===== config.mk =====
export PLATFORM = sky130hd
export DESIGN_NAME = branch_predictor
export DESIGN_NICKNAME = d
export VERILOG_FILES = /design/src/rtl/branch_predictor_pkg.sv /design/src/rtl/sat_counter2.sv /design/src/rtl/branch_predictor.sv
export SDC_FILE = /design/constraint.sdc
export NUM_CORES = 2
export LEC_CHECK = 0
export ABC_CLOCK_PERIOD_IN_PS = 47800
export CAP_MARGIN = 10
export CORE_ASPECT_RATIO = 2
export CORE_MARGIN = 10
export CORE_UTILIZATION = 50
export DETAILED_ROUTE_END_ITERATION = 12
export MAX_ROUTING_LAYER = met4
export PLACE_DENSITY_LB_ADDON = 0.1
export SLEW_MARGIN = 30
export SYNTH_ARGS = -nofsm -noshare
export SYNTH_HDL_FRONTEND = slang
export SYNTH_SLANG_ARGS = --single-unit

===== constraint.sdc =====
create_clock -name clk -period 47.8 [get_ports clk]
set_input_delay 14.34 -clock clk [delete_from_list [all_inputs] [get_ports clk]]
set_output_delay 14.34 -clock clk [all_outputs]
set_load 0.01 [all_outputs]

===== src/rtl/branch_predictor_pkg.sv =====
// Pipeline-wide constants shared by fetch, decode and the branch predictor.
// Word size, opcode/func encodings and the 2-bit counter reset/allocation values.
package branch_predictor_pkg;

   localparam int WORD_SIZE = 16;

   typedef logic [WORD_SIZE-1:0] word_t;

   localparam logic [3:0] OPCODE_BNE = 4'd0;
   localparam logic [3:0] OPCODE_BEQ = 4'd1;
   localparam logic [3:0] OPCODE_BGZ = 4'd2;
   localparam logic [3:0] OPCODE_BLZ = 4'd3;
   localparam logic [3:0] OPCODE_JMP = 4'd9;
   localparam logic [3:0] OPCODE_JAL = 4'd10;
   localparam logic [3:0] OPCODE_RTYPE = 4'd15;

   localparam logic [5:0] FUNC_JPR = 6'd25;
   localparam logic [5:0] FUNC_JRL = 6'd26;

   // Weakly not-taken after reset, weakly taken on allocation by a taken branch.
   localparam logic [1:0] CNT_RESET = 2'd1;
   localparam logic [1:0] CNT_ALLOC = 2'd2;

   function automatic logic cnt_predicts_taken(input logic [1:0] cnt);
      return cnt[1];
   endfunction

endpackage


===== src/rtl/sat_counter2.sv =====
// 2-bit saturating up/down counter with synchronous load; load beats inc/dec.
// One cycle from inc/dec/load to cnt_o; synchronous reset to the weakly not-taken value.
module sat_counter2
   import branch_predictor_pkg::*;
(
   input  logic       clk,
   input  logic       reset,
   input  logic       load_i,
   input  logic [1:0] load_val_i,
   input  logic       inc_i,
   input  logic       dec_i,
   output logic [1:0] cnt_o
);

   logic [1:0] cnt_q;
   logic [1:0] cnt_d;

   always_comb begin
      cnt_d = cnt_q;
      if (load_i) begin
         cnt_d = load_val_i;
      end else if (inc_i && (cnt_q != 2'd3)) begin
         cnt_d = cnt_q + 2'd1;
      end else if (dec_i && (cnt_q != 2'd0)) begin
         cnt_d = cnt_q - 2'd1;
      end
   end

   always_ff @(posedge clk) begin
      if (reset) begin
         cnt_q <= CNT_RESET;
      end else begin
         cnt_q <= cnt_d;
      end
   end

   assign cnt_o = cnt_q;

endmodule


===== src/rtl/branch_predictor.sv =====
// Direct-mapped BTB with per-entry 2-bit counters; lookup and miss outputs are combinational.
// Table updates land on the clock edge and are visible to lookups from the following cycle.
module branch_predictor
   import branch_predictor_pkg::*;
#(
   parameter int PREDICTION     = 1,
   parameter int BTB_INDEX_BITS = 4
)(
   input  logic                 clk,
   input  logic                 reset,
   input  logic [WORD_SIZE-1:0] pc_if,
   output logic [WORD_SIZE-1:0] predicted_pc,
   input  logic                 jmp_valid,
   input  logic [WORD_SIZE-1:0] jmp_pc,
   input  logic [WORD_SIZE-1:0] jmp_target,
   input  logic [WORD_SIZE-1:0] jmp_pred_next,
   input  logic                 id_stall,
   input  logic                 br_valid,
   input  logic [WORD_SIZE-1:0] br_pc,
   input  logic                 br_taken,
   input  logic [WORD_SIZE-1:0] br_target,
   input  logic [WORD_SIZE-1:0] br_pred_next,
   output logic                 jump_miss,
   output logic                 branch_miss,
   output logic [WORD_SIZE-1:0] correct_pc
);

   localparam int N       = 1 << BTB_INDEX_BITS;
   localparam int TAG_W   = WORD_SIZE - BTB_INDEX_BITS;
   localparam bit PRED_ON = (PREDICTION != 0);

   typedef logic [BTB_INDEX_BITS-1:0] idx_t;
   typedef logic [TAG_W-1:0]          tag_t;

   logic [N-1:0] valid_q, valid_d;
   logic [N-1:0] is_jump_q, is_jump_d;
   tag_t         tag_q    [N];
   tag_t         tag_d    [N];
   word_t        target_q [N];
   word_t        target_d [N];
   logic [1:0]   cnt      [N];

   idx_t  if_idx, br_idx, jmp_idx;
   tag_t  if_tag, br_tag, jmp_tag;
   logic  if_hit, if_taken, br_hit;
   logic  br_upd, br_alloc, jmp_wr;
   word_t br_actual;

   assign if_idx  = pc_if[BTB_INDEX_BITS-1:0];
   assign if_tag  = pc_if[WORD_SIZE-1:BTB_INDEX_BITS];
   assign br_idx  = br_pc[BTB_INDEX_BITS-1:0];
   assign br_tag  = br_pc[WORD_SIZE-1:BTB_INDEX_BITS];
   assign jmp_idx = jmp_pc[BTB_INDEX_BITS-1:0];
   assign jmp_tag = jmp_pc[WORD_SIZE-1:BTB_INDEX_BITS];

   assign if_hit   = valid_q[if_idx] && (tag_q[if_idx] == if_tag);
   assign if_taken = if_hit && (is_jump_q[if_idx] || cnt_predicts_taken(cnt[if_idx]));
   assign predicted_pc = (PRED_ON && if_taken) ? target_q[if_idx] : pc_if + word_t'(1);

   assign br_actual   = br_taken ? br_target : br_pc + word_t'(1);
   assign branch_miss = br_valid && (!PRED_ON || (br_pred_next != br_actual));
   // A mispredicted branch in EX flushes ID, so the jump there is squashed.
   assign jump_miss   = jmp_valid && !id_stall && !branch_miss &&
                        (!PRED_ON || (jmp_pred_next != jmp_target));
   assign correct_pc  = branch_miss ? br_actual :
                        jump_miss   ? jmp_target : word_t'(0);

   assign br_hit   = valid_q[br_idx] && (tag_q[br_idx] == br_tag);
   assign br_upd   = PRED_ON && br_valid && br_hit;
   assign br_alloc = PRED_ON && br_valid && br_taken && !br_hit;
   assign jmp_wr   = PRED_ON && jmp_valid && !id_stall && !branch_miss;

   // Jump write comes last so its fields win on an index collision.
   always_comb begin
      valid_d   = valid_q;
      is_jump_d = is_jump_q;
      tag_d     = tag_q;
      target_d  = target_q;
      if (br_alloc) begin
         valid_d[br_idx]   = 1'b1;
         is_jump_d[br_idx] = 1'b0;
         tag_d[br_idx]     = br_tag;
         target_d[br_idx]  = br_target;
      end
      if (jmp_wr) begin
         valid_d[jmp_idx]   = 1'b1;
         is_jump_d[jmp_idx] = 1'b1;
         tag_d[jmp_idx]     = jmp_tag;
         target_d[jmp_idx]  = jmp_target;
      end
   end

   always_ff @(posedge clk) begin
      if (reset) begin
         valid_q <= '0;
      end else begin
         valid_q   <= valid_d;
         is_jump_q <= is_jump_d;
         for (int i = 0; i < N; i++) begin
            tag_q[i]    <= tag_d[i];
            target_q[i] <= target_d[i];
         end
      end
   end

   for (genvar i = 0; i < N; i++) begin : g_cnt
      logic sel_br;
      assign sel_br = (br_idx == idx_t'(i));
      sat_counter2 u_cnt (
         .clk        (clk),
         .reset      (reset),
         .load_i     (br_alloc && sel_br),
         .load_val_i (CNT_ALLOC),
         .inc_i      (br_upd && sel_br && br_taken),
         .dec_i      (br_upd && sel_br && !br_taken),
         .cnt_o      (cnt[i])
      );
   end

endmodule


==> key figures <==
Timing
  – Slew @ Worst Pin: 1063 ps
  – RSZ-0062 raised after global routing: false
  – Final Skew: 47.11 ps
  – Final hold vios: 0
  – Setup_tns: 0 ps
  – Tmin final: 34000 ps
  – Final Hold Slack: 470.0 ps
  – Final Max Slew Viols: 0
  – Fin crit share: 0.7113
  – Final-report setup violation count: 0
  – Max-slew headroom: 0.2894
  – Max Clk Rate: 29.41 MHz

Worst setup path
  – Worst path slowest cell: buf_4
  – Crit. End Element: output port
  – CP max FO: 54
  – Kind of cell adding the most delay to the critical path: buffers and inverters
  – Cell Chain, Critical Path: clkbuf_8, buf_4, buf_4, mux4_2, mux4_2, xor2_1, nor4_1, nand2_1, nor4_4, buf_6, mux2_2, clkdlybuf4s50_1
  – Bufs and invs on worst path: 5
  – Worst Path Required: 33460 ps
  – Crit path kind: in -> out
  – Arrival @ worst endpoint: 19660 ps
  – CP max stage delay: 720 ps
  – Worst setup SP type: input pin

Pwr
  – Logic pwr share: 0.157
  – Pwr/cell area: 29.83 nW/um2
  – VDD IR max: 0.02977 mV
  – P_sw: 315.0 uW
  – Switching share of power: 0.2812
  – Internal power: 805.1 uW
  – Seq pwr share: 0.481
  – Tot Pwr: 1.120 mW
  – Clock power frac: 0.361
  – Leakage power: 12.65 nW

Floorplan
  – Starting Density: 0.5048
  – Core area: 67900 um2
  – Die area: 80070 um2
  – Die X: 205.1 um
  – Io pins: 152
  – Die height: 390.3 um
  – Site Rows: 135

Detailed routing
  – Routed WL: 138.1 mm
  – Vias: 27500
  – Highest routed metal layer: met4
  – WL met3: 12.82 mm
  – Final ANT Viol Nets: 0
  – M1 WL: 48.64 mm
  – Drt pass-1 iters: 8
  – DR vias/cell: 6.790
  – WL met2: 65.64 mm
  – DR iter-0 viols: 3627
  – Routed len/inst: 34.11 um
  – DRC: 0

Logic synthesis
  – Post-synth EDFFs: 464
  – Flops & latches, synth: 512
  – Post-synthesis cell count: 3177
  – Async set-reset flop share out of synthesis: 0
  – Mapped Area: 34280 um2
  – Yosys warnings: 0
  – Main synth FF type: edfxtp_1
  – Syn nets: 3300
  – Yosys cell types: 86
  – Post-synthesis sequential area ratio: 0.4345
  – Mapped Avg Cell Area: 10.79 um2

Placed design
  – Number of port buffers: 151
  – Hpwl dp: 85.18 mm
  – Final GP Congestion: 0.9908

Min path
  – Class of the most critical hold timing path: reg -> reg

Clock tree
  – Clock-pin slew of the registers on the worst-case setup and hold paths: 70 ps
  – Setup bufs post-CTS: 0
  – CTS Hold Bufs: 0
  – CTS Buf Count: 51
  – Clock Latency Late Sink: 660 ps
  – Clock buffer depth: 3
  – Clock Tree Root: clkbuf_16
  – CTS tree: done
  – CTS sink cnt: 512
  – Post-cts repair resize count: 0
  – Htree depth: 2

Final layout
  – Share of cells above drive strength 1: 0.1328
  – Commonest non-fill, non-tap cells in the layout: 542 x nand2_1, 502 x mux2i_1, 464 x edfxtp_1, 461 x o21ai_0, 179 x mux4_2
  – Commonest non-fill, non-tap cell in the layout: nand2_1
  – Area Overhead vs Synth: 9.545%
  – Post-layout util: 0.5530
  – Nets: 3235

GRT
  – Initial antenna violation count: 8
  – Pin count of the biggest net entering global routing: 161
  – Vias in the first global route: 26850
  – Total track usage: 0.3485
  – Global route overflow: 0
  – First-pass GRT wire length: 195.8 mm

Run status
  – Status: finished clean

Job
  – Max cap viols: 0
==> state kept, by name, indices dropped and copies added (netlist names) <==
name / flops
g_cnt.u_cnt.cnt_o: 32
is_jump_q: 16
target_q: 256
tag_q: 192
valid_q: 16
==> power groups by stage <==
stage | clock network (mW) | logic [mW] | registers, mW
floorplan | 0 | 0.110 | 0.547
global placement | 0 | 0.171 | 0.546
detailed placement | 0 | 0.173 | 0.547
CTS | 0.409 | 0.173 | 0.538
global route | 0.425 | 0.184 | 0.541
finish | 0.405 | 0.176 | 0.539
==> worst register-to-register path, stage by stage, from the launching register on <==
cell and delay (ps):
edfxtp_1 410, mux4_2 500, mux2i_1 640, xnor2_1 190
nand2_1 70, a32o_1 260, nor4_2 490, and2_2 240
buf_4 650, nand3b_1 710, buf_4 720, mux2i_1 300
o21ai_0 120
==> Yosys cell counts (53+ instances only) <==
cell type | n | area share
a21oi_1 | 58 | 0.0085
buf_2 | 104 | 0.015
buf_4 | 53 | 0.012
clkbuf_1 | 159 | 0.017
edfxtp_1 | 464 | 0.41
mux2i_1 | 502 | 0.15
mux4_2 | 179 | 0.12
nand2_1 | 542 | 0.059
nor2_1 | 78 | 0.0085
o21ai_0 | 461 | 0.067
o21ai_1 | 63 | 0.0092
xnor2_1 | 55 | 0.014
==> per-stage QoR <==
| step | setup WS, ps | cell area (um2) | cells |
|---|---|---|---|
| 2_1_floorplan | 15880 | 34280 | 3177 |
| 3_3_place_gp | 13330 | 35940 | 3946 |
| 3_5_place_dp | 13730 | 35950 | 3949 |
| 4_1_cts | 13720 | 37530 | 4044 |
| 5_1_grt | 13440 | 37550 | 4050 |
| 6_report | 13800 | 37550 | 4050 |
==> final timing paths <==
check	depth (start not counted)	from	slack [ps]	to
setup / recovery	12	pc_if[0]	13800	predicted_pc[3]
hold / removal	2	g_cnt[13].u_cnt.cnt_o[0]	470	g_cnt[13].u_cnt.cnt_o[0]
setup reg to reg	12	tag_q[58]	42190	tag_q[168]
hold reg to reg	2	g_cnt[13].u_cnt.cnt_o[0]	470	g_cnt[13].u_cnt.cnt_o[0]
==> final cells by class <==
| class | instances | area [um2] |
|---|---|---|
| clock buffers | 66 | 1363 |
| flip-flops and latches | 512 | 14890 |
| fillers | 5916 | 30350 |
| clock inverters | 29 | 219.0 |
| multi-input cells | 2284 | 17750 |
| well taps | 890 | 1114 |
| diodes | 6 | 15.01 |
| inverters | 28 | 112.6 |
| repair buffers | 235 | 2087 |
==> metal layers <==
metal,up-vias,GRT usage
met4,0,0.2364
met2,1764,0.5499
li1,11700,-
met3,484,0.06684
met5,-,-
met1,13550,0.3953
==> logic make-up after synthesis <==
kind of cell	share of synthesized area
compound gates	0.1165
xor+xnor	0.02303
fa+ha+maj	0.001825
buf+inv	0.05391
flops	0.4345
mux	0.2717
simple gates	0.09844
(Power assumes the default switching activity.)
